[src/rtl/pcie_comma_align.sv]
// pcie_comma_align: finds K28.5 commas in a raw 10-bit word stream and
// barrel-shifts it so every output word is one whole 10b symbol.
// A hunt/verify/lock FSM adds hysteresis against stray or corrupt commas.
// Build option: define PCIE_COMMA_BOTH_RD_EN to also accept RD+ K28.5.
// Ports:
//   clk     - rising-edge clock
//   rst     - synchronous active-high reset
//   RAW_D   - raw deserialized word, bit 9 received first
//   HSS_TXD - registered aligned symbol (a..j, a in bit 9)
//   ALIGNED - high while locked
//   SHIFT   - applied bit offset, 0..9
module pcie_comma_align #(
    parameter int LOCK_CNT   = 3,
    parameter int UNLOCK_CNT = 4
) (
    input  logic       clk,
    input  logic       rst,
    input  logic [9:0] RAW_D,
    output logic [9:0] HSS_TXD,
    output logic       ALIGNED,
    output logic [3:0] SHIFT
);

    localparam logic [9:0] K28_5_N  = 10'b0011111010;
    localparam logic [9:0] K28_5_P  = 10'b1100000101;
    localparam logic [3:0] LOCK_N   = 4'(LOCK_CNT);
    localparam logic [3:0] UNLOCK_N = 4'(UNLOCK_CNT);

    typedef enum logic [1:0] {
        HUNT   = 2'd0,
        VERIFY = 2'd1,
        LOCKED = 2'd2
    } state_t;

    state_t      state;
    state_t      state_n;
    logic [3:0]  cnt;
    logic [3:0]  cnt_n;
    logic [3:0]  shift_n;
    logic [9:0]  prev;
    logic [19:0] win;
    logic [9:0]  cand [10];
    logic [9:0]  hit;
    logic [3:0]  first_k;
    logic        any_hit;
    logic        cur_hit;

    // Two-word window; candidate k starts k bits into the older word.
    assign win = {prev, RAW_D};

    always_comb begin
        hit = '0;
        for (int k = 0; k < 10; k++) begin
            cand[k] = 10'(win >> (10 - k));
`ifdef PCIE_COMMA_BOTH_RD_EN
            hit[k] = (cand[k] == K28_5_N) || (cand[k] == K28_5_P);
`else
            hit[k] = (cand[k] == K28_5_N);
`endif
        end
    end

    // Lowest matching offset wins.
    always_comb begin
        first_k = 4'd0;
        for (int k = 9; k >= 0; k--) begin
            if (hit[k]) first_k = 4'(k);
        end
    end

    assign any_hit = |hit;
    assign cur_hit = hit[SHIFT];

    always_comb begin
        state_n = state;
        cnt_n   = cnt;
        shift_n = SHIFT;
        unique case (state)
            HUNT: begin
                if (any_hit) begin
                    shift_n = first_k;
                    cnt_n   = 4'd0;
                    state_n = VERIFY;
                end
            end
            VERIFY: begin
                if (cur_hit) begin
                    if (cnt + 4'd1 == LOCK_N) begin
                        cnt_n   = 4'd0;
                        state_n = LOCKED;
                    end else begin
                        cnt_n = cnt + 4'd1;
                    end
                end else if (any_hit) begin
                    shift_n = first_k;
                    cnt_n   = 4'd0;
                end
            end
            LOCKED: begin
                // A comma at the locked offset clears the miss count even
                // when other offsets also match.
                if (cur_hit) begin
                    cnt_n = 4'd0;
                end else if (any_hit) begin
                    if (cnt + 4'd1 == UNLOCK_N) begin
                        cnt_n   = 4'd0;
                        state_n = HUNT;
                    end else begin
                        cnt_n = cnt + 4'd1;
                    end
                end
            end
            default: begin
                state_n = HUNT;
                cnt_n   = 4'd0;
            end
        endcase
    end

    always_ff @(posedge clk) begin
        if (rst) begin
            state   <= HUNT;
            cnt     <= 4'd0;
            SHIFT   <= 4'd0;
            prev    <= 10'd0;
            HSS_TXD <= 10'd0;
        end else begin
            state   <= state_n;
            cnt     <= cnt_n;
            SHIFT   <= shift_n;
            prev    <= RAW_D;
            // Output uses the offset held before this edge.
            HSS_TXD <= cand[SHIFT];
        end
    end

    assign ALIGNED = (state == LOCKED);

endmodule

[config.mk]
export PLATFORM = sky130hd
export DESIGN_NAME = pcie_comma_align
export DESIGN_NICKNAME = d
export VERILOG_FILES = /design/src/rtl/pcie_comma_align.sv
export SDC_FILE = /design/constraint.sdc
export NUM_CORES = 1
export LEC_CHECK = 0
export BUFFER_PORTS_ARGS = -buffer_cell sky130_fd_sc_hd__buf_2
export CORE_UTILIZATION = 58
export DETAILED_ROUTE_END_ITERATION = 7
export PLACE_DENSITY = 0.86
export SLEW_MARGIN = 10
export SYNTH_ARGS = -nofsm -noshare
export SYNTH_HDL_FRONTEND = slang
export SYNTH_SLANG_ARGS = --single-unit
[constraint.sdc]
create_clock -name clk -period 2.8 [get_ports clk]
set_input_delay 0.28 -clock clk [delete_from_list [all_inputs] [get_ports clk]]
set_output_delay 0.28 -clock clk [all_outputs]
set_load 0.1 [all_outputs]
**Word-level counts from Yosys, hierarchy flattened**

Cells that the tools add are included.

- $add $sub $neg: 1
- Reduce and logical (&&, ||, !) cells: 5
- Mux-type cells: 32
- Bitwise logic cells: 1
- Order comparisons: 2
- $mul: 0
- Equality and inequality tests: 22
- Shift operators: 0
- Div/mod/pow operators: 0

Operator list:

| operator | count |
|---|---|
| 10-bit by 8-bit == test with 1-bit output (second input constant) | 10 |
| 4-bit two-way mux | 18 |
| 10-bit binary-select mux with 4-bit select | 1 |
| 10-bit two-way mux | 2 |
| 2-bit two-way mux | 6 |
| 4-bit one-hot mux with 3 select lines | 1 |
| 2-bit != test (second input constant) | 5 |
| 10-bit OR reduction | 1 |
| 4-bit one-hot mux with 2 select lines | 1 |
| 2-bit one-hot mux with 3 select lines | 1 |
| 6-bit AND reduction | 1 |
| 5-bit greater-or-equal comparator (second input constant) | 1 |
| 4-bit by 5-bit less-than comparator with 1-bit output (second input constant) | 1 |
| 4-bit NOT with 5-bit output | 1 |
| 4-bit by 1-bit adder with 4-bit output (second input constant) | 1 |
| 1-bit binary-select mux with 4-bit select | 1 |
| 4-bit by 2-bit == test with 1-bit output (second input constant) | 1 |
| 4-bit by 3-bit == test with 1-bit output (second input constant) | 1 |
| 2-bit by 1-bit != test with 1-bit output (second input constant) | 2 |
| 3-bit by 1-bit != test with 1-bit output (second input constant) | 1 |
| 2-bit by 1-bit == test with 1-bit output (second input constant) | 1 |
| 2-bit == test (second input constant) | 1 |
| 2-bit zero test | 1 |
| 2-bit AND reduction | 1 |
| 2 further kinds | 2 |

- Flip-flop bits (word level): 30
- Bits in latches: 0
- Memories kept: 0
- Logic and storage cells: 68
- RAM bits: 0
- Output and inout bits: 15
- Bits in read-only memories: 0
- Bits of input ports: 12

**Longest topological paths before layout**

- Depth after elaboration: 14
- Mapped depth: 9
- Depth with buffers taken out: 7

**Worst setup path after synthesis**

No wires, ideal clock.

- Path type: reg-to-reg
- From: reg state[1]
- To: reg cnt[1]
- Data arrival time: 3.087 ns
- Buffers on the path: 1
- Path slack: -0.375 ns
- Clock period less this slack: 3.175 ns
- Setup time: 0.088 ns
- Data required time: 2.712 ns
- Stages on the path, launching flop included: 7
- Path through: dfxtp_1 clkbuf_1 inv_1 nor2_1 o21ai_0 or3_1 a311oi_2

- Cells in the longest elaborated chain, start to end: 2
- Elaborated cells between the ends (all ways): 5
- Classes of those cells: 3 x eq/ne; 1 x mux; 1 x reduce/logical

RTL lines:

| item | RTL line | text |
|---|---|---|
| start, declared | 35 | `state_t state;` |
| start signal, assigned | 128 | `state <= state_n;` |
| 2-bit == test * | - |  |
| net ALIGNED | 20 | `output logic ALIGNED,` |
| 4-bit one-hot mux with 3 select lines / 3-bit by 1-bit != test with 1-bit output (equally long branches) | - |  |
| end signal, assigned | 129 | `cnt <= cnt_n;` |
| end, declared | 37 | `logic [3:0] cnt;` |

Mark *: on every way through the listed nets, which the timed path passes. The rest lies on a longest branch.
A chain may end at the register's enable or synchronous reset.

**Worst setup path in the final report**

- From: reg prev[1]
- To: reg cnt[0]

- Cells in the longest elaborated chain, start to end: 5
- Elaborated cells between the ends (all ways): 17
- Classes of those cells: 10 x eq/ne; 6 x mux; 1 x reduce/logical

RTL lines:

| item | RTL line | text |
|---|---|---|
| start, declared | 40 | `logic [9:0] prev;` |
| start signal, assigned | 125 | `prev <= 10'd0;` |
| start signal, assigned | 131 | `prev <= RAW_D;` |
| 10-bit by 8-bit == test with 1-bit output | 58 | `hit[k] = (cand[k] == K28_5_N);` |
| 1-bit binary-select mux with 4-bit select / 10-bit OR reduction (equally long branches) | 72, 71 |  |
| 1-bit two-way mux (implied by the code) / 4-bit two-way mux (equally long branches) | - |  |
| 4-bit two-way mux, on equally long branches | 102, 87 |  |
| 4-bit one-hot mux with 3 select lines | 78 | `unique case (state)` |

Several ways; a longest one is shown, not always the timed one. The select of a mux whose other input is x is not followed.

==> results.md <==
- Worst reg-to-reg setup slack: 0.22 ns
- Commonest non-fill, non-tap cell in the layout: mux2i_1
- Number of buffers and inverters on the critical path: 0
- Critical path class: flop to flop
- Register-to-Register Path Depth: 7
- Worst-Skew Late Latency: 0.29 ns
- Highest-count cells in the layout ignoring fill and taps: mux2i_1 (28), dfxtp_1 (27), buf_2 (26), nor2_1 (24), nand3_1 (12)
- Tcrit/Tclk final: 92.1%
- CP Cell Sequence: nand4b_1 -> or4_1 -> a221oi_1 -> nor2_1 -> and2b_1 -> mux2_1 -> a21oi_1
- WHS Endpoint: prev[0]
- DP Area: 0.00237 mm^2
- Static Leak: 0.851 nW
- Library cells used by synthesis: 55
- Die area: 0.00402 mm^2
- Max Cap Viol: 0
- Yosys reg bits: 30
- Synth-to-Final Area Change: 13.5%
- Asr flop ratio synth: 0%
- Die Wd: 63.4 um
- DRC Markers: 0
- Via Count: 2107
- Fmax: 388 MHz
- Syn_area_per_cell: 9.19 um^2
- Final Hold Fails: 0
- Yosys warning total: 0
- Global-route usage over all layers: 31.5%
- Hold crit path type: input pin to flop
- RR Endpoint: cnt[0]
- Site row count: 21
- Crit path largest cell delay: 0.56 ns
- Post-Layout Inst Area: 0.00248 mm^2
- Nets: 277
- Commonest register cell after synthesis: dfxtp_1
- Tot Pwr: 0.00110 W
- EDFF count, synth: 0
- Hold Crit Start: RAW_D[0]
- Syn nets: 252
- Initial antenna violation count: 0
- DR pass1 iterations: 5
- Min Tclk post-route: 2.58 ns
- Diode count: 0
- Die H: 63.4 um
- Largest cells by area after synthesis: dfxtp_1 (27%), mux2i_1 (13%), mux4_2 (10%)
- Reg clk slew, reported paths: 0.07 ns
- TritonCTS clock tree: built
- First-pass GRT wire length: 9.89 mm
- Gr ovfl total: 0
- Hpwl dp: 4.10 mm
- Clk sinks: 30
- Vias in the first global route: 2050
- Slew HR: 59.3%
- Setup TNS: 0 ns
- Drt total wl: 5.85 mm
- Critical Path End Type: flop
- Setup-failing EPs final: 0
- Clk_skew: 0.00651 ns
- DR WL/cell: 18.9 um
- CORE AREA: 0.00347 mm^2
- Hold Path Depth: 2
- RePlAce Congestion: 0.967
- Post-CTS Setup Bufs: 0
- Final ANT Viol Nets: 0
- Pwr dens: 445 mW/mm^2
- Dominant cell type by area after synthesis: dfxtp_1
- I/O Buffers: 26
- Share of layout cells above drive strength 1: 23.1%
- Setup WS pre-CTS: 0.257 ns
- Hold Slack: 0.200 ns
- Crit path arrival time: 2.81 ns
- Worst path top cell family by delay: simple AND/OR/NAND/NOR gates
- Slowest library cell on the worst path: or4_1
- Cts bufs inserted: 5
- Pin count of the biggest net entering global routing: 33
- Seq/Total Area, Yosys: 27.5%
- Root Driver: clkbuf_8
- Setup slack after layout: 0.221 ns
- RSZ-0062 raised after global routing: false
- Post-CTS sizing: 0
- Post-synth top area share: 27.5%
- CTS H-tree depth: 2
- CTS Hold Bufs: 0
- Maximum VDD drop: 0.446 mV
- Longest Clk Path Bufs: 2
- Initial Utilization: 63.1%
- CP Max Fanout: 9
- R2r startpoint: prev[1]
- Status: finished, final reports clean
- Mapped Cells: 238
- Via-to-Cell Ratio: 6.80
- Mapped Area: 0.00219 mm^2
- # IOs: 27
- Violation count after the first detailed-routing iteration: 177
- Worst Path Required: 3.03 ns
- Slew @ Worst Pin: 0.610 ns
- Pins Over Slew Limit: 0
- Crit path launch type: flop
[flip-flops by register name, summed over array words and instances, names as in the netlist]
| name | flops |
|---|---|
| HSS_TXD | 10 |
| SHIFT | 4 |
| cnt | 4 |
| prev | 10 |
| state | 2 |
[per-layer routing]
layer	track usage [%]	share of wire (%)
met1	41.0	42
met2	48.4	47
met3	7.07	8.7
met4	16.2	2.9
met5	0	0
[cells in the mapped netlist, types with 3 or more instances]
master and count:
nor2_1 25, a211oi_1 3, o21ai_0 3, or3_1 3, nand2_1 7, nand4b_1 6, buf_2 7, o22a_1 10
mux4_2 10, mux2i_1 28, nor2b_1 11, a31oi_1 4, nor4bb_1 3, inv_1 7, or4_1 3, clkbuf_1 8
dfxtp_1 30, nand3_1 12, a21oi_1 5, and3b_1 3, nand4_1 7
[worst max-delay path by stage]
| stage | slack [ns] | end | cells after the start | from |
|---|---|---|---|---|
| after floorplan | 0.15 | cnt[0] | 8 | SHIFT[3] |
| after global placement | 0.31 | cnt[0] | 8 | RAW_D[6] |
| after detailed placement | 0.26 | cnt[0] | 8 | RAW_D[6] |
| after CTS | 0.24 | cnt[0] | 7 | prev[1] |
| after global routing | 0.02 | cnt[0] | 7 | prev[1] |
| final | 0.22 | cnt[0] | 7 | prev[1] |
[final cells by class]
class	instances	area, um^2
multi-input combinational	183	1480
clock inverter	3	45.0
tap	46	57.6
inverter	7	26.3
clock buffer	5	68.8
fill	289	986
timing repair buffer	36	205
sequential	30	604
[per-stage QoR]
stage          util (%)  std cells
3_3_place_gp       68.3        302
5_1_grt            71.6        310
2_1_floorplan         -        238
3_5_place_dp       68.3        302
6_report           71.6        310
4_1_cts            71.6        310
[worst reg2reg max path: cells and delay by family (launching register included)]
kind	cells	cell delay, ns
AND/OR/NAND/NOR	4	1.18
multiplexers	1	0.34
flip-flops	1	0.50
AO/OA/AOI/OAI	2	0.50
[logic make-up after synthesis]
family                   count (synthesis)  synth area share, %
AO/OA/AOI/OAI                           46                 16.9
AND/OR/NAND/NOR                         95                 25.3
flip-flops                              30                 27.5
buffers and inverters                   25                 5.21
XOR/XNOR                                 1                0.401
multiplexers                            39                 23.6
adder cells (fa/ha/maj)                  2                 1.14
[where the power goes]
group | total, W | internal [W] | leakage [nW] | switching [W]
Combinational | 0.000183 | 0.0000578 | 0.553 | 0.000126
Sequential | 0.000467 | 0.000445 | 0.248 | 0.0000217
Clock | 0.000453 | 0.000265 | 0.0504 | 0.000189
(Power assumes the default switching activity.)
